**src/rtl/keccak_pkg.sv**
```systemverilog
// Shared constants and state encoding for the Keccak pad/absorb front end.
// Combinational definitions only; no latency, no flow control.
package keccak_pkg;

    localparam int         RATE_BITS   = 576;
    localparam int         LANE_BITS   = 64;
    localparam int         LANES       = RATE_BITS / LANE_BITS;
    localparam logic [7:0] SHA3_DOMAIN = 8'h06;
    localparam logic [7:0] PAD_END     = 8'h80;

    typedef enum logic [1:0] {
        S_FILL    = 2'd0,
        S_OUT     = 2'd1,
        S_OUT_PAD = 2'd2
    } state_t;

endpackage

```
**src/rtl/keccak_byte_mask.sv**
```systemverilog
// Maps a tail byte count to a lane keep-mask and a one-hot first-pad-byte select.
// Purely combinational: zero latency, no backpressure.
module keccak_byte_mask
    import keccak_pkg::*;
(
    input  logic [3:0]           i_nbytes,
    output logic [LANE_BITS-1:0] o_keep,
    output logic [7:0]           o_pad_sel
);

    // A count of 8 (or more) keeps the whole lane and selects no pad byte here.
    always_comb begin
        o_keep    = '0;
        o_pad_sel = '0;
        for (int k = 0; k < 8; k++) begin
            if (4'(k) < i_nbytes) o_keep[8*k +: 8] = 8'hFF;
            if (4'(k) == i_nbytes) o_pad_sel[k] = 1'b1;
        end
    end

endmodule

```
**src/rtl/keccak_pad_absorb.sv**
```systemverilog
// Packs 64-bit message words into pad10*1-padded rate blocks for the Keccak permutation.
// Latency: block valid the cycle after its completing word; backpressure: input stalls while a block is held.
module keccak_pad_absorb #(
    parameter int         RATE_BITS = keccak_pkg::RATE_BITS,
    parameter logic [7:0] DOMAIN    = keccak_pkg::SHA3_DOMAIN
) (
    input  logic                 clk,
    input  logic                 rst,
    input  logic [63:0]          in_data,
    input  logic                 in_valid,
    output logic                 in_ready,
    input  logic                 in_last,
    input  logic [3:0]           in_nbytes,
    output logic [RATE_BITS-1:0] out_block,
    output logic                 out_valid,
    input  logic                 out_ready,
    output logic                 out_first,
    output logic                 out_last
);
    import keccak_pkg::*;

    localparam int LANES_P = RATE_BITS / LANE_BITS;
    localparam int LC_W    = $clog2(LANES_P);

    state_t               r_state;
    state_t               w_state_nxt;
    logic [LC_W-1:0]      r_lc;
    logic [LC_W-1:0]      w_lc_inc;
    logic [LANE_BITS-1:0] r_lane [LANES_P];
    logic                 r_pad_pending;
    logic                 r_first;
    logic                 r_last;

    logic                 w_in_acc;
    logic                 w_out_acc;
    logic                 w_lc_end;
    logic                 w_full;
    logic                 w_fill_done;
    logic [LANE_BITS-1:0] w_keep;
    logic [7:0]           w_pad_sel;
    logic [LANE_BITS-1:0] w_dom_lane;
    logic [LANE_BITS-1:0] w_dom_lane0;
    logic [LANE_BITS-1:0] w_end_lane;
    logic [RATE_BITS-1:0] w_buf_blk;
    logic [RATE_BITS-1:0] w_pad_blk;

    keccak_byte_mask u_mask (
        .i_nbytes  (in_nbytes),
        .o_keep    (w_keep),
        .o_pad_sel (w_pad_sel)
    );

    // Handshakes decode from registered state so out_ready never reaches in_ready.
    assign w_in_acc    = in_valid && (r_state == S_FILL);
    assign w_out_acc   = out_ready && (r_state != S_FILL);
    assign w_lc_end    = (r_lc == LC_W'(LANES_P - 1));
    assign w_lc_inc    = r_lc + LC_W'(1);
    assign w_full      = (in_nbytes >= 4'd8);
    assign w_fill_done = w_in_acc && (in_last || w_lc_end);
    assign w_dom_lane0 = {{(LANE_BITS-8){1'b0}}, DOMAIN};
    assign w_end_lane  = {PAD_END, {(LANE_BITS-8){1'b0}}};

    always_comb begin
        w_dom_lane = '0;
        for (int k = 0; k < 8; k++) begin
            if (w_pad_sel[k]) w_dom_lane[8*k +: 8] = DOMAIN;
        end
    end

    always_ff @(posedge clk) begin
        if (!rst) r_state <= S_FILL;
        else      r_state <= w_state_nxt;
    end

    always_comb begin
        w_state_nxt = r_state;
        in_ready    = 1'b0;
        out_valid   = 1'b0;
        case (r_state)
            S_FILL: begin
                in_ready = 1'b1;
                if (w_fill_done) w_state_nxt = S_OUT;
            end
            S_OUT: begin
                out_valid = 1'b1;
                if (out_ready) w_state_nxt = r_pad_pending ? S_OUT_PAD : S_FILL;
            end
            S_OUT_PAD: begin
                out_valid = 1'b1;
                if (out_ready) w_state_nxt = S_FILL;
            end
            default: w_state_nxt = S_FILL;
        endcase
    end

    // Later writes in this block deliberately override earlier ones to the same lane.
    always_ff @(posedge clk) begin
        if (!rst) begin
            r_lc          <= '0;
            r_pad_pending <= 1'b0;
            r_first       <= 1'b1;
            r_last        <= 1'b0;
            for (int i = 0; i < LANES_P; i++) r_lane[i] <= '0;
        end else if (w_in_acc) begin
            if (!in_last) begin
                r_lane[r_lc] <= in_data;
                r_last       <= 1'b0;
                if (!w_lc_end) r_lc <= w_lc_inc;
            end else begin
                if (!w_lc_end) r_lane[LANES_P-1] <= w_end_lane;
                if (w_full && !w_lc_end)
                    r_lane[w_lc_inc] <= w_dom_lane0 |
                        ((w_lc_inc == LC_W'(LANES_P - 1)) ? w_end_lane : '0);
                r_lane[r_lc] <= (in_data & w_keep) | w_dom_lane |
                                ((w_lc_end && !w_full) ? w_end_lane : '0);
                r_last        <= !(w_lc_end && w_full);
                r_pad_pending <= w_lc_end && w_full;
            end
        end else if (w_out_acc) begin
            r_lc   <= '0;
            r_last <= 1'b0;
            for (int i = 0; i < LANES_P; i++) r_lane[i] <= '0;
            if (r_state == S_OUT) begin
                r_first <= r_last;
            end else begin
                r_first       <= 1'b1;
                r_pad_pending <= 1'b0;
            end
        end
    end

    always_comb begin
        w_buf_blk = '0;
        for (int i = 0; i < LANES_P; i++) w_buf_blk[LANE_BITS*i +: LANE_BITS] = r_lane[i];
    end

    always_comb begin
        w_pad_blk                  = '0;
        w_pad_blk[7:0]             = DOMAIN;
        w_pad_blk[RATE_BITS-1 -: 8] = PAD_END;
    end

    assign out_block = (r_state == S_OUT_PAD) ? w_pad_blk : w_buf_blk;
    assign out_first = r_first;
    assign out_last  = (r_state == S_OUT_PAD) || ((r_state == S_OUT) && r_last);

endmodule

```
**config.mk**
```make
export PLATFORM = sky130hd
export DESIGN_NAME = keccak_pad_absorb
export DESIGN_NICKNAME = d
export VERILOG_FILES = /design/src/rtl/keccak_pkg.sv /design/src/rtl/keccak_byte_mask.sv /design/src/rtl/keccak_pad_absorb.sv
export SDC_FILE = /design/constraint.sdc
export NUM_CORES = 1
export LEC_CHECK = 0
export CELL_PAD_IN_SITES_DETAIL_PLACEMENT = 2
export CELL_PAD_IN_SITES_GLOBAL_PLACEMENT = 2
export CORE_UTILIZATION = 29
export CTS_CLUSTER_DIAMETER = 40
export DETAILED_ROUTE_END_ITERATION = 12
export PLACE_DENSITY_LB_ADDON = 0.1
export SETUP_SLACK_MARGIN = 0.2
export SYNTH_ARGS = -nofsm -noshare
export SYNTH_HDL_FRONTEND = slang
export SYNTH_SLANG_ARGS = --single-unit
```
**constraint.sdc**
```tcl
create_clock -name clk -period 3.2 [get_ports clk]
set_clock_uncertainty 0.15 [all_clocks]
set_input_delay 0.32 -clock clk [delete_from_list [all_inputs] [get_ports clk]]
set_output_delay 0.32 -clock clk [all_outputs]
set_load 0.02 [all_outputs]
```
* Yosys cells after proc, flatten, opt, wreduce, memory -nomap -nowiden *
Memory sizes are Yosys's and may differ from the RTL's.
Cells that the tools add are included.
W data, S select, Z words.

operators by class
  multipliers = 0
  equality and inequality tests = 19
  add/sub/neg operators = 1
  magnitude comparators = 9
  muxes and demuxes = 86
  bitwise logic cells = 18
  shift-type cells = 0
  div/mod/pow operators = 0
  reduce and logical (&&, ||, !) cells = 23

operators by type and width
  cell                   number
  $mux W64               15
  $mux W576              1
  $or A64 B64 Y64        2
  $reduce_or A64 Y1      2
  $and A64 B64 Y64       1
  $mux W8                8
  $mux W1                43
  $mux W3                8
  $mux W4                6
  $eq A3 B4 Y1 const A   4
  $lt A3 B4 Y1 const A   4
  $ne A2 B2 Y1 const B   7
  $or A1 B1 Y1           11
  $reduce_and A3 Y1      3
  $eq A2 B4 Y1 const A   2
  $eq A4 B4 Y1 const B   2
  $lt A1 B4 Y1 const A   2
  $lt A2 B4 Y1 const A   2
  $mux W2                4
  $logic_and A1 B1 Y1    7
  $pmux W2 S3            1
  $add A4 B1 Y4 const B  1
  $eq A1 B4 Y1 const A   1
  $eq A4 B4 Y1 const A   1
  other kinds (12)       18

storage, ports and cells
  bits of input ports = 73
  output and inout bits = 580
  bits in read-only memories = 0
  word-level logic and storage cells = 162
  bits in latches = 0
  register bits = 9
  memories kept = 1
  RAM bits = 576

memories
  name    words  bits a word  read ports  clocked after Yosys merged registers in  wr ports  RTL line                 source
  r_lane  9      64           9           0                                        9         keccak_pad_absorb.sv:29  logic [LANE_BITS-1:0] r_lane [LANES_P];

* Longest topological paths before layout *
Gate-level depths: netlist of the first run.

  word-level depth = 11
  mapped depth = 10
  mapped depth without buffers = 7

* Hierarchy *
A second synthesis of the first run with hierarchy kept.

unflattened totals
  cells, all modules = 2950
  area, all modules = 25876.1 sq um

by module, submodules not included
  module             times used  area an instance (sq um)  sequential area each (sq um)  cells each
  keccak_pad_absorb  1           25324.3                   11801.3                       2871
  keccak_byte_mask   1           551.8                     0.0                           79

* Least setup slack after synthesis of the first run *
OpenSTA, ideal clock, no wires.

  path type = register to register
  from = reg r_state[0]
  to = mem r_lane[0][10]
  path buffers = 1
  clock period less this slack = 2.418 ns
  cell stages (with the launch flop) = 9
  data arrival time = 2.131 ns
  required time = 2.913 ns
  setup slack = 0.782 ns
  library setup time = 0.137 ns
  cell sequence = dfxtp_1 -> inv_1 -> ha_1 -> nand4_2 -> or3_1 -> buf_2 -> nor2_2 -> mux2i_1 -> o2bb2ai_1

RTL lines
  what                    RTL line                 source
  from (decl)             keccak_pad_absorb.sv:25  state_t r_state;
  from (signal assigned)  keccak_pad_absorb.sv:72  else r_state <= w_state_nxt;
  to (decl)               keccak_pad_absorb.sv:29

* Worst setup path in the final report of the first run *
  from = reg r_state[0]
  to = out out_block[481]

between the ends
  cells in the longest elaborated chain, start to end = 2

ends and longest elaborated chain
  what          RTL line                  source
  $eq A2 B2 Y1  keccak_pad_absorb.sv:143  assign out_block = (r_state == S_OUT_PAD) ? w_pad_blk : w_buf_blk;
  $mux W576     keccak_pad_absorb.sv:143
  to (decl)     keccak_pad_absorb.sv:14   output logic [RATE_BITS-1:0] out_block,

No other way between the ends.

==> metrics, run 1 <==
Least-Margin Pin Slew=1.03 ns; Bufs on Longest Clock Path=3; cell area after placement=between 30000 and 40000 sq um; gpl congestion=just over 0.8; number of antenna violations at the first check in global routing=11; final routed DRC violation total=0; Layout Area Growth over Synthesis=51.2%; Clock H-tree levels=3; post-synthesis cell area=roughly 23000 sq um; share of synthesized registers carrying an async set or reset=0; Vias=between 20000 and 25000; pin count of the biggest net entering global routing=63; worst slack at placement=-0.104 ns; vias in the first global route=approximately 22000; distinct cell type count of the synthesized netlist=between 50 and 60; Inserted Clock Buffers=roughly 110; syn_area_per_cell=10.2 sq um; io pins=653; final setup violation count=0; post-synth net total=between 2000 and 2500; result of the run=completed; cell with the largest stage delay on the worst path=sky130_fd_sc_hd__dlygate4sd2_1; cell-by-cell listing of the critical path=inv_1 > ha_4 > buf_12 > buf_4 > buf_4 > nor2b_1 > dlygate4sd2_1; delay-heaviest family, CP=buffers and inverters; DIE AREA=around 80000 sq um; peak clock frequency supported by timing=~0.34 GHz; final core occ=0.444; unrepaired setup endpoints after global routing=true; kind of critical path=reg -> out; ratio of total power to cell area=around 600 nW/um^2; buffers added on ports=652; most common cell after layout, fill and taps aside=sky130_fd_sc_hd__dfxtp_1; hpwl dp=about 78 mm; core area=between 70000 and 80000 sq um; kind of launch point of the worst setup path=flop; synth warn=0; per-cell routed wire length=approximately 28 um; layout cell share with drive strength beyond 1=0.125; clock latency on the worst-skew pair=approximately 0.65 ns; cell types with the largest area share after synthesis=sky130_fd_sc_hd__dfxtp_1 (51%), sky130_fd_sc_hd__nor2b_1 (16%), sky130_fd_sc_hd__o2bb2ai_1 (14%), sky130_fd_sc_hd__a22o_1 (3.9%), sky130_fd_sc_hd__a32o_1 (2.2%); first-pass GRT wire length=approximately 160 mm; buffer type at the clock tree root=sky130_fd_sc_hd__clkbuf_16; Non-Filler Cell Area, Final=roughly 34000 sq um; Relative slew margins=0.314; gate count after technology mapping=approximately 2200; area fraction of the dominant cell type after synthesis=0.506; number of cell rows=roughly 100; Yosys reg bits=~600; CTS tree=done; arrival time at the worst endpoint=around 2.5 ns; Post-synth EDFFs=9; worst setup slack after layout=roughly 0.23 ns; total detailed-routing wirelength=between 100 and 150 mm; clk slew on worst S/H paths=0.05 ns; max capacitance violation total=0; Pre-Repair DR Iteration Count=5; library cell with the largest summed area after synthesis=sky130_fd_sc_hd__dfxtp_1; initial standard-cell utilization of the core=0.294; critical path peak fanout=10; GRT Total Usage=0.275; Leak Pwr=between 15 and 20 nW; FF-to-FF setup slack=approximately 0.33 ns; final count of pins violating max slew=0; final hold slack=approximately 0.15 ns; worst min-delay path class=in -> reg; dominant synthesized flop cell=sky130_fd_sc_hd__dfxtp_1; CP Buf/Inv Count=5; number of cells in the design after placement=around 3800; number of hold violations in the final report=0; share of the clock period used by the worst path after layout=0.927; leading cell types in the layout, fill and taps excluded=sky130_fd_sc_hd__dfxtp_1 (576), sky130_fd_sc_hd__nor2b_1 (562), sky130_fd_sc_hd__dlygate4sd2_1 (455); critical path's most frequent cell=sky130_fd_sc_hd__buf_4; detailed router's first-iteration violation count=around 1000; slowest stage delay, CP=0.38 ns; kind of capture point of the worst setup path=primary output; worst vdd rail ir drop=0.432 mV; final standard cell count with taps included and fillers excluded=4031; vias per inst=5.18; die boundary width=approximately 280 um; final period demand of the worst path=between 2 and 3 ns; required time of the critical path=2.73 ns; CTS sink count=approximately 600; Overflow after GRT=0; number of nets in the final layout=between 2000 and 3000; CTS Hold Buffers Added=0; Die Span Y=between 200 and 300 um; antenna-violating nets left=0; fraction of the yosys area taken by sequential cells=0.518
==> per-layer routing <==
layer / track usage / vias to the layer above / wire length [um]
li1: - / 9285 / -
met1: 0.345 / 10700 / 48500
met2: 0.470 / 685 / 55300
met3: 0.0505 / 194 / 6360
met4: 0.0985 / 8 / 3910
met5: 0 / - / 52
==> logic make-up (layout without fill, tap and decap cells) <==
group,after synthesis,after routing,share of synthesized area
other,0,2,0
flip-flops,585,585,0.518
buffers and inverters,225,987,0.0440
AO/OA/AOI/OAI,620,620,0.231
multiplexers,3,4,0.00187
XOR/XNOR,1,1,0.000384
adder cells (fa/ha/maj),7,7,0.00384
AND/OR/NAND/NOR,784,785,0.201
==> cells in the mapped netlist, types with 10 or more instances <==
cell type / n
sky130_fd_sc_hd__nor2_1: 36
sky130_fd_sc_hd__inv_1: 14
sky130_fd_sc_hd__a22o_1: 102
sky130_fd_sc_hd__dfxtp_1: 576
sky130_fd_sc_hd__a21oi_2: 10
sky130_fd_sc_hd__nor2b_1: 575
sky130_fd_sc_hd__o2bb2ai_1: 360
sky130_fd_sc_hd__clkbuf_1: 124
sky130_fd_sc_hd__buf_2: 63
sky130_fd_sc_hd__a32o_1: 49
sky130_fd_sc_hd__nand3_1: 18
sky130_fd_sc_hd__buf_1: 13
sky130_fd_sc_hd__o211ai_1: 15
sky130_fd_sc_hd__o21ai_0: 45
sky130_fd_sc_hd__nand2_1: 97
sky130_fd_sc_hd__buf_6: 10
==> metrics by stage <==
stage	total power, mW	TNS [ns]
after global placement	8.89	0
after detailed placement	8.91	-0.502
after global routing	21.2	0
final	20.7	0
after floorplan	8.21	0
after CTS	20.8	0
==> state kept, by name (all words and copies together) (netlist names) <==
name,cells
r_last,1
r_lc,4
r_lane,576
r_pad_pending,1
r_state,2
out_first,1
==> where the power goes <==
group | switching [mW] | internal [mW] | leakage, nW
clock | 4.20 | 7.72 | 1.84
sequential | 0.0587 | 7.42 | 4.75
combinational | 0.869 | 0.402 | 10.1
total | 5.13 | 15.5 | 16.7
==> path summary, 6_finish.rpt <==
check                      from              to  depth (start not counted)
setup / recovery     r_state[0]  out_block[481]                          7
hold / removal              rst       out_first                          2
setup reg to reg        r_lc[0]   r_lane[7][63]                          9
hold reg to reg   r_lane[8][44]   r_lane[8][44]                          2
==> final cells by class <==
type | instances | area, sq um
Fill cell | 8198 | 43100
Sequential cell | 585 | 11800
Multi-Input combinational cell | 1417 | 10200
Timing Repair Buffer | 773 | 7260
Clock buffer | 137 | 2960
Tap cell | 1040 | 1300
Clock inverter | 63 | 853
Inverter | 14 | 52.6
Antenna cell | 2 | 5.00
==> timing repair <==
item / 4_1_cts / 5_1_grt
buffers inserted: 7 / 12
resized for setup: 474 / 82
setup endpoints to repair: 584 / 336
pin swaps: 1 / 4
gates cloned: 0 / 2
(Power assumes the default switching activity.)
==> inputs of run 2 (changes only) <==
--- a/config.mk
+++ b/config.mk
@@ -7,9 +7,11 @@
 export LEC_CHECK = 0
 export CELL_PAD_IN_SITES_DETAIL_PLACEMENT = 2
 export CELL_PAD_IN_SITES_GLOBAL_PLACEMENT = 2
-export CORE_UTILIZATION = 29
+export CORE_MARGIN = 5
+export CORE_UTILIZATION = 31
 export CTS_CLUSTER_DIAMETER = 40
 export DETAILED_ROUTE_END_ITERATION = 12
+export GPL_TIMING_DRIVEN = 0
 export PLACE_DENSITY_LB_ADDON = 0.1
 export SETUP_SLACK_MARGIN = 0.2
 export SYNTH_ARGS = -nofsm -noshare
==> constraint.sdc (replaced) <==
create_clock -name clk -period 3.8 [get_ports clk]
set_clock_uncertainty 0.15 [all_clocks]
set_input_delay 0.38 -clock clk [delete_from_list [all_inputs] [get_ports clk]]
set_output_delay 0.38 -clock clk [all_outputs]
set_load 0.02 [all_outputs]
==> run 2 against run 1 <==
- via count up 3.7%
- register-to-register slack about the same
- core utilization increased by 2.9 points
- non-clock buffer count increased by 79
- worst hold slack gained 0.026 ns
- final cell count hardly changed
- first-iteration DRC count up 27%
- global-route usage increased by 3.0 points
- sequential power decreased by 16%
- combinational power down 13%
- sequential share of layout area shrank 0.053 points
- critical path type unchanged
- critical endpoint is now out_block[390]
- highest routed layer unchanged
==> metrics, run 2 (synthesis results as in run 1) <==
number of flip-flops in the largest register=576 (unchanged); register bank with the most flops=r_lane; core area=73000 sq um (-6.0%); peak clock frequency supported by timing=~0.28 GHz; total detailed-routing wirelength=126 mm (+11%); antenna-violating nets left=0 (unchanged); Sw Pwr=4.48 mW (-13%); final standard cell count with taps included and fillers excluded=4033 (+0.050%); Layout Area Growth over Synthesis=51.4%; kind of capture point of the worst setup path=primary output; origin of the worst setup path=r_state[0]; max layer used=met5; launch instance of the worst min-delay path=in_data[14]; Vias=21600 (+3.7%); number of cell rows=99 (-2.9%); gpl congestion=0.874 (+5.6%); final core occ=0.473 (+0.0290); CTS sink count=585 (unchanged); result of the run=completed; M1 wire length=51.4 mm (+5.9%); number of hold violations in the final report=0 (unchanged); final setup violation count=0 (unchanged); kind of critical path=reg -> out; final period demand of the worst path=3.56 ns; ratio of total power to cell area=508 nW/um^2 (-15%); arrival time at the worst endpoint=3.03 ns (+0.53 ns); GRT Total Usage=0.305 (+0.0299); vias per inst=5.36 (+3.6%); part of the power in the clock network=0.579 (+0.002); DIE AREA=79100 sq um (-0.84%); io pins=653 (unchanged); Relative slew margins=0.178 (-0.136); number of antenna violations at the first check in global routing=15 (+4); per-cell routed wire length=31.3 um (+11%); final routed DRC violation total=0 (unchanged); FF-to-FF setup slack=0.32 ns (about the same); Internal Pwr Total=13.1 mW (-16%); die boundary width=281 um (-0.42%); max capacitance violation total=0 (unchanged); required time of the critical path=3.27 ns (+0.54 ns); Leak Pwr=14.8 nW (-11%); fillers=7440 (-9.2%); layout cell share with drive strength beyond 1=0.126 (+0.000722); vias in the first global route=23600 (+5.7%); pin count of the biggest net entering global routing=14 (-78%); number of cells in the design after placement=3823 (+0.39%); CTS tree=done; fraction of power spent switching nets=0.255 (+0.00727); hpwl dp=92.1 mm (+17%); Clock H-tree levels=3 (unchanged); Worst Hold Path Cells=2 (unchanged); most common cell after layout, fill and taps aside=sky130_fd_sc_hd__dfxtp_1; Hold EP=r_lane[8][14]; met2 WL=61.0 mm (+10%); Routed met3 length=7.88 mm (+24%); number of nets in the final layout=3054 (+2.6%); portion of total power attributed to combinational logic=0.063 (about the same); critical path peak fanout=10 (unchanged); buffer type at the clock tree root=sky130_fd_sc_hd__clkbuf_16; initial standard-cell utilization of the core=0.312 (+0.0187); detailed router's first-iteration violation count=1294 (+27%); Least-Margin Pin Slew=1.23 ns (+0.204 ns); capture point of the worst reg-to-reg path=r_lane[3][1]; startpoint of the worst-slack reg-to-reg timing path=r_state[0]; part of the power in registers=0.359 (-0.003); first-pass GRT wire length=177 mm (+10%); Pre-Repair DR Iteration Count=5 (unchanged); clock latency on the worst-skew pair=0.63 ns (-0.02 ns); worst vdd rail ir drop=0.283 mV (-35%); Overflow after GRT=0 (unchanged); kind of launch point of the worst setup path=flop; final count of pins violating max slew=0 (unchanged); depth of the worst register-to-register path=8 (-1); share of the clock period used by the worst path after layout=0.937; unrepaired setup endpoints after global routing=false; Inserted Clock Buffers=106 (unchanged); clk slew on worst S/H paths=0.05 ns (about the same); Die Span Y=281 um (-0.42%); leading cell types in the layout, fill and taps excluded=sky130_fd_sc_hd__dfxtp_1 (576), sky130_fd_sc_hd__nor2b_1 (554), sky130_fd_sc_hd__clkdlybuf4s50_1 (466); buffers added on ports=639 (-2.0%); Bufs on Longest Clock Path=3 (unchanged); worst min-delay path class=in -> reg; Regs by FF count=r_lane (576), r_lc (4), r_state (2)
-- run 2: cell count changes in the layout (fill, tap and decap cells not counted), sizes merged, moves of 5 or more --
cell and delta:
buf -30, clkdlybuf4s15 -5, clkinvlp +11, clkbuf +105, diode +5, inv +6, clkdlybuf4s50 +328, dlygate4sd2 -321
dlymetal6s2s -14
-- run 2: worst max path at each step --
stage                                 to  slack [ns]  depth (start not counted)
after CTS                 out_block[388]        0.08                          7
final                     out_block[390]        0.24                          7
after floorplan            r_lane[0][10]        1.38                          8
after global placement    out_block[263]       -0.94                          7
after detailed placement  out_block[263]       -1.04                          7
after global routing      out_block[497]        0.19                          7
-- run 2: cell type report --
class	count	area [sq um]	area share
clock inverters	79	926	0.0268
inverters	14	52.6	0.00152
well taps	959	1200	0.0348
multi-input cells	1415	10100	0.293
diodes	7	17.5	0.000507
plain buffers	211	1140	0.0329
clock buffers	122	2920	0.0846
flip-flops and latches	585	11800	0.342
repair buffers	641	6340	0.184
-- run 2: through the flow --
step                power, mW  setup slack (ns)  TNS, ns  cell area [sq um]  hold slack, ns
floorplan                6.91              1.38        0              22800           0.267
CTS                      17.7            0.0837        0              34400           0.135
finish                   17.5             0.240        0              34500           0.179
global placement         7.49            -0.937  -165.20              30400           0.275
global route             18.0             0.193        0              34500           0.188
detailed placement       7.51             -1.04  -231.86              30400           0.289
-- run 2: power groups by stage --
stage | sequential, mW | combinational, mW | clock (mW)
final | 6.29 | 1.10 | 10.2
after global routing | 6.29 | 1.14 | 10.6
after CTS | 6.29 | 1.10 | 10.3
after detailed placement | 6.41 | 1.10 | 0
after global placement | 6.41 | 1.08 | 0
after floorplan | 6.40 | 0.513 | 0
-- run 2: metal layers --
layer | global-route usage | up-vias
met3 | 0.0650 | 227
li1 | - | 9469
met4 | 0.131 | 4
met2 | 0.522 | 812
met5 | 0 | -
met1 | 0.373 | 11100
-- run 2: worst max-delay path: stages, from the launching register on --
cell	delay, ns
sky130_fd_sc_hd__dfxtp_1	0.32
sky130_fd_sc_hd__inv_1	0.13
sky130_fd_sc_hd__ha_1	0.30
sky130_fd_sc_hd__buf_4	0.32
sky130_fd_sc_hd__clkbuf_8	0.30
sky130_fd_sc_hd__clkbuf_4	0.33
sky130_fd_sc_hd__nor2b_1	0.08
sky130_fd_sc_hd__clkdlybuf4s50_1	0.61
-- run 2: repair_timing --
item / 4_1_cts / 5_1_grt
buffers inserted: 1 / 0
resized for setup: 256 / 47
hold buffers: 1 / 0
cloned: 0 / 0
setup endpoints to repair: 674 / 254
hold endpoints to repair: 2 / 0
==> inputs of run 3 (changes only) <==
--- a/config.mk
+++ b/config.mk
@@ -7,13 +7,14 @@
 export LEC_CHECK = 0
 export CELL_PAD_IN_SITES_DETAIL_PLACEMENT = 2
 export CELL_PAD_IN_SITES_GLOBAL_PLACEMENT = 2
-export CORE_MARGIN = 5
+export CORE_MARGIN = 10
 export CORE_UTILIZATION = 31
 export CTS_CLUSTER_DIAMETER = 40
 export DETAILED_ROUTE_END_ITERATION = 12
 export GPL_TIMING_DRIVEN = 0
 export PLACE_DENSITY_LB_ADDON = 0.1
 export SETUP_SLACK_MARGIN = 0.2
+export SKIP_CTS_REPAIR_TIMING = 1
 export SYNTH_ARGS = -nofsm -noshare
 export SYNTH_HDL_FRONTEND = slang
 export SYNTH_SLANG_ARGS = --single-unit
==> run 3 against run 2 <==
- the run now ends with max-capacitance violations, max-slew violations left
- clock power down 4%
- non-clock buffer count up 4
- flip-flop and latch count unchanged
- first-iteration DRC count unchanged
==> metrics, run 3 (synthesis results as in run 1) <==
result of the run=finished with violations; violated checks=max-capacitance violations, max-slew violations; leading cell types in the layout, fill and taps excluded=sky130_fd_sc_hd__dfxtp_1 (576), sky130_fd_sc_hd__nor2b_1 (555), sky130_fd_sc_hd__clkdlybuf4s50_1 (500); gpl congestion=0.854 (-2.3%); final setup violation count=0 (unchanged); peak clock frequency supported by timing=0.281 GHz (about the same); worst slack at placement=-0.935 ns (+0.103 ns); vias per inst=5.39 (+0.60%); Pre-Repair DR Iteration Count=5 (unchanged); clock latency on the worst-skew pair=0.64 ns (about the same); depth of the worst register-to-register path=8 (unchanged); Relative slew margins=-0.0225 (-0.201); per-cell routed wire length=31.9 um (+2.0%); fraction of power spent switching nets=0.256 (about the same); register bank with the most flops=r_lane; final routed DRC violation total=0 (unchanged); worst min-delay path class=in -> reg; Leak Pwr=16.0 nW (+8.1%); delay-heaviest family, CP=compound AO/OA/AOI/OAI gates; total detailed-routing wirelength=129 mm (+1.9%); Internal Pwr Total=12.8 mW (-1.9%); final count of pins violating max slew=9 (+9); Least-Margin Pin Slew=1.53 ns (+0.301 ns); kind of capture point of the worst setup path=flop; capture point of the worst reg-to-reg path=r_lane[6][63]; clk slew on worst S/H paths=0.05 ns (about the same); FF-to-FF setup slack=0.24 ns (-0.08 ns); unrepaired setup endpoints after global routing=true; vias in the first global route=23700 (+0.45%); launch instance of the worst min-delay path=in_data[14]; critical path's most frequent cell=sky130_fd_sc_hd__inv_1; CTS tree=done; Regs by FF count=r_lane (576), r_lc (4), r_state (2); cell with the largest stage delay on the worst path=sky130_fd_sc_hd__a21oi_2; core area=73000 sq um (unchanged); first-pass GRT wire length=180 mm (+1.8%); initial standard-cell utilization of the core=0.312 (unchanged); Inserted Clock Buffers=103 (-2.8%); CP Buf/Inv Count=4 (-1); Die Span Y=291 um (+3.6%); max capacitance violation total=1 (+1); startpoint of the worst-slack reg-to-reg timing path=r_lc[0]; part of the power in the clock network=0.570 (-0.009); Bufs on Longest Clock Path=3 (unchanged); met2 WL=63.7 mm (+4.4%); share of the clock period used by the worst path after layout=0.936 (about the same); pin count of the biggest net entering global routing=15 (+1); required time of the critical path=4.03 ns (+0.76 ns); part of the power in registers=0.365 (+0.006); number of flip-flops in the largest register=576 (unchanged); worst vdd rail ir drop=0.279 mV (-1.4%); number of cell rows=99 (unchanged); Worst Hold Path Cells=2 (unchanged); DIE AREA=84800 sq um (+7.2%); die boundary width=291 um (+3.6%); CTS sink count=585 (unchanged); arrival time at the worst endpoint=3.79 ns (+0.76 ns); Hold EP=r_lane[8][14]; io pins=653 (unchanged); worst setup slack after layout=0.243 ns (+0.00328 ns); number of nets in the final layout=3055 (+0.033%); area occupied by multi-input gates=10100 sq um (-0.61%); M1 wire length=51.6 mm (+0.44%); kind of launch point of the worst setup path=flop; slowest stage delay, CP=1.13 ns (+0.52 ns); critical path peak fanout=10 (unchanged); detailed router's first-iteration violation count=1294 (unchanged); Clock H-tree levels=3 (unchanged); Layout Area Growth over Synthesis=52.4%; kind of critical path=reg -> reg; number of antenna violations at the first check in global routing=11 (-4); Sequential Area=11800 sq um (unchanged); buffers added on ports=639 (unchanged); buffer type at the clock tree root=sky130_fd_sc_hd__clkbuf_16; hpwl dp=94.9 mm (+3.0%); cell-by-cell listing of the critical path=inv_1 > ha_1 > nand3b_1 > and3_1 > buf_2 > a21oi_2 > clkbuf_1 > inv_1; final hold slack=0.152 ns (-0.0266 ns); Sw Pwr=4.40 mW (-1.8%); final period demand of the worst path=3.56 ns (-0.00327 ns); Vias=21700 (+0.50%); GRT Total Usage=0.288 (-0.0177); number of hold violations in the final report=0 (unchanged); ratio of total power to cell area=496 nW/um^2 (-2.5%); fillers=7343 (-1.3%); Routed met3 length=8.67 mm (+10%); most common cell after layout, fill and taps aside=sky130_fd_sc_hd__dfxtp_1; antenna-violating nets left=0 (unchanged); layout cell share with drive strength beyond 1=0.123 (-0.00314); Overflow after GRT=0 (unchanged); portion of total power attributed to combinational logic=0.065 (+0.002); max layer used=met4
==> run 3: changes by cell type in the layout (fill, tap and decap cells not counted), sizes merged, moves of 14 or more <==
cell	before	now
dlygate4sd2	134	0
dlymetal6s2s	39	139
buf	91	106
clkdlybuf4s50	466	500
clkinvlp	22	8
==> run 3: area by class of cell <==
type	count	area share
multi-input cells	1415	0.290
plain buffers	211	0.0320
diodes	6	0.000432
well taps	959	0.0345
clock inverters	73	0.0262
repair buffers	645	0.196
clock buffers	121	0.0802
flip-flops and latches	585	0.340
inverters	14	0.00151
==> run 3: stage by stage <==
step           instance area, sq um  instances  power [mW]  setup TNS, ns  utilization
2_1_floorplan                 22800       2225        6.91              0            -
3_3_place_gp                  30400       3823        7.48        -180.77        0.417
3_5_place_dp                  30400       3825        7.51        -206.14        0.417
4_1_cts                       34100       4019        17.3        -569.70        0.468
5_1_grt                       34700       4027        17.7              0        0.476
6_report                      34700       4029        17.2              0        0.476
==> run 3: worst max path at each step <==
stage,startpoint,endpoint,slack (ns),depth (start not counted)
after floorplan,r_state[0],r_lane[0][10],1.38,8
after global placement,r_state[0],out_block[325],-0.99,7
after detailed placement,r_state[0],out_block[325],-0.94,7
after CTS,r_state[0],out_block[325],-1.78,7
after global routing,r_lc[0],r_lane[6][63],0.12,8
final,r_lc[0],r_lane[6][63],0.24,8
==> run 3: worst register-to-register path, cell delays in order, from the launching register on <==
cell and delay [ns]:
sky130_fd_sc_hd__dfxtp_1 0.37, sky130_fd_sc_hd__inv_1 0.11, sky130_fd_sc_hd__ha_1 0.30, sky130_fd_sc_hd__nand3b_1 0.23
sky130_fd_sc_hd__and3_1 0.25, sky130_fd_sc_hd__buf_2 0.19, sky130_fd_sc_hd__a21oi_2 1.13, sky130_fd_sc_hd__clkbuf_1 0.47
sky130_fd_sc_hd__inv_1 0.11
==> run 3: metal layers <==
layer / track usage / up-vias
li1: - / 9455
met1: 0.335 / 11300
met2: 0.501 / 819
met3: 0.0680 / 190
met4: 0.115 / 0
met5: 0 / -
==> run 3: power groups by stage <==
stage	logic, mW	clock network, mW	registers, mW
floorplan	0.513	0	6.40
global placement	1.07	0	6.41
detailed placement	1.10	0	6.41
CTS	1.11	9.91	6.29
global route	1.16	10.2	6.29
finish	1.11	9.81	6.29
==> RTL edit (settings of run 3) <==
Set the package constant `RATE_BITS` to 288 (it was 576).
--- a/src/rtl/keccak_pkg.sv
+++ b/src/rtl/keccak_pkg.sv
@@ -2,7 +2,7 @@
 // Combinational definitions only; no latency, no flow control.
 package keccak_pkg;
 
-    localparam int         RATE_BITS   = 576;
+    localparam int         RATE_BITS   = 288;
     localparam int         LANE_BITS   = 64;
     localparam int         LANES       = RATE_BITS / LANE_BITS;
     localparam logic [7:0] SHA3_DOMAIN = 8'h06;
Ports: changed (resized out_block); port bits go from 653 to 365. No check against the original RTL was run, so the function may have changed too.
==> RTL edit against run 3 <==
  * Sequential cell count down 322
  * Total power down 53%
  * Design area decreased by 53%
  * Fmax increased by 0.86%
  * Synthesized area fell by 52%
  * Global-route usage shrank 5.4 points
  * Wire length down 59%
  * Worst setup slack improved by 0.030 ns
  * Sequential share of layout area down 1.8 points
==> RTL edit: results (changes against run 3) <==
stage	metric	value	unit	change
synth	register area share after synthesis	48.4	%	-3.4 points
cells_and_area	Largest regs	r_lane (256), r_lc (2), r_state (2)		
global_routing	GRT Total Usage	23.4	%	-5.4 points
clock_tree	clock buffer depth	3		unchanged
routing	Detailed Route WL	52900	um	-59%
routing	iteration count of the initial detailed-routing pass	4		-1
global_routing	vias in the first global route	11395		-52%
synth	Post-synth EDFFs	4		-5
cells_and_area	multi-input gate share of the layout cell area	30.4	%	+1.5 points
power	Pleak	0.00681	uW	-57%
global_routing	met1 Use GR	28.4	%	-5.2 points
placed_design	pre-CTS setup slack	0.174	ns	+1.11 ns
power	Max VDD drop	0.304	mV	+9.2%
cells_and_area	# diodes	5		-1
hold_path	Hold Crit Class	in -> reg		
run_status	status	completed		
routing	metal3 WL	3850	um	-56%
worst_setup_path	Worst Path Max Fanout	10		unchanged
synth	Post-synth top cells	259 x dfxtp_1, 259 x nor2b_1, 99 x a22o_1		
synth	top cells by area, synth	dfxtp_1 47%, nor2b_1 15%, a22o_1 7.9%		
timing	Max transition margin	25.3	%	+28 points
cells_and_area	FILL cells	3682		-50%
routing	Via density	5.04		-6.6%
cells_and_area	Storage cell area	0.00531	sq mm	-55%
synth	ys async rst share	0	%	unchanged
global_routing	first-pass GRT wire length	78300	um	-56%
cells_and_area	share of cells above drive strength 1	12.4	%	+0.14 points
cells_and_area	Signal inverters	10		-4
worst_setup_path	largest delay contributor family on the critical path	buffers and inverters		
global_routing	antenna violations before repair	3		-8
clock_tree	H-tree levels	2		-1
worst_setup_path	Slowest Stage Delay on Critical Path	0.68	ns	-0.45 ns
placed_design	post-DP HPWL	38800	um	-59%
placed_design	global placement routability congestion	0.801		-6.3%
routing	DR WL met2	25800	um	-59%
global_routing	largest net degree at the start of global routing	12		-3
synth	leading area contributor after synthesis	dfxtp_1		
global_routing	GR Layer Usage met3	5.95	%	-0.85 points
cells_and_area	nets	1625		-47%
cells_and_area	multi-input gate count	768		-46%
worst_setup_path	CP arrival	3.00	ns	-0.79 ns
worst_setup_path	slowest CP cell	clkdlybuf4s50_1		
cells_and_area	Non-clock buffer share	24.5	%	+1.8 points
clock_tree	clk_lat worst skew	0.52	ns	-0.12 ns
routing	DR top layer	met5		
placed_design	Port-buffer cells	330		-48%
global_routing	GRT met2 Usage	39.8	%	-10 points
cells_and_area	Non-Clock Buffer Count	456		-47%
routing	Iteration-0 DRC Markers	391		-70%
clock_tree	cts bufs inserted	46		-55%
cells_and_area	clock-cell share of area	9.15	%	-1.5 points
clock_tree	CTS sink cnt	263		-55%
synth	Synth cell types	53		+3.9%
routing	met1 WL	22000	um	-57%
cells_and_area	layout clock buffer count	53		-56%
[RTL edit: cell count changes in the layout (fill, tap and decap cells not counted), moves of 57 or more]
cell             delta
clkbuf_16          -57
clkdlybuf4s50_1   -170
dfxtp_1           -317
dlymetal6s2s_1    -139
nor2b_1           -296
o2bb2ai_1         -272
[RTL edit: through the flow]
step / power, uW / std cells / instance area [sq um] / hold WS, ns
2_1_floorplan: 3510 / 1167 / 11100 / 0.267
3_3_place_gp: 4020 / 1952 / 14900 / 0.279
3_5_place_dp: 4040 / 1952 / 14900 / 0.289
4_1_cts: 8160 / 2030 / 16500 / 0.0488
5_1_grt: 8370 / 2031 / 16500 / 0.0617
6_report: 8090 / 2035 / 16500 / 0.0653
[RTL edit: power by group]
group | internal [uW] | leakage [uW] | switching [uW] | total (uW)
Sequential | 2880 | 0.00214 | 59.7 | 2940
Clock | 2630 | 0.000735 | 1470 | 4100
Combinational | 430 | 0.00394 | 619 | 1050
[RTL edit: final timing paths]
| kind | cells after the start | endpoint | start | slack, ns |
|---|---|---|---|---|
| worst min register to register | 2 | r_lane[3][18]$_SDFFE_PP0P_ | r_lane[3][18]$_SDFFE_PP0P_ | 0.30 |
| worst max register to register | 7 | r_lane[2][39]$_SDFFE_PP0P_ | r_state[0]$_SDFFE_PN0P_ | 0.70 |
| worst min-delay path | 3 | r_pad_pending$_SDFFE_PN0P_ | in_valid | 0.07 |
| worst max-delay path | 6 | out_block[63] | r_state[0]$_SDFFE_PN0P_ | 0.27 |
[RTL edit: logic make-up after synthesis]
group / after synthesis / share of synthesized area (%)
mux: 4 / 0.365
other cells: 1 / 0.0342
fa+ha+maj: 7 / 0.799
compound gates: 291 / 20.6
simple gates: 435 / 22.9
buf+inv: 136 / 6.86
flops: 263 / 48.4
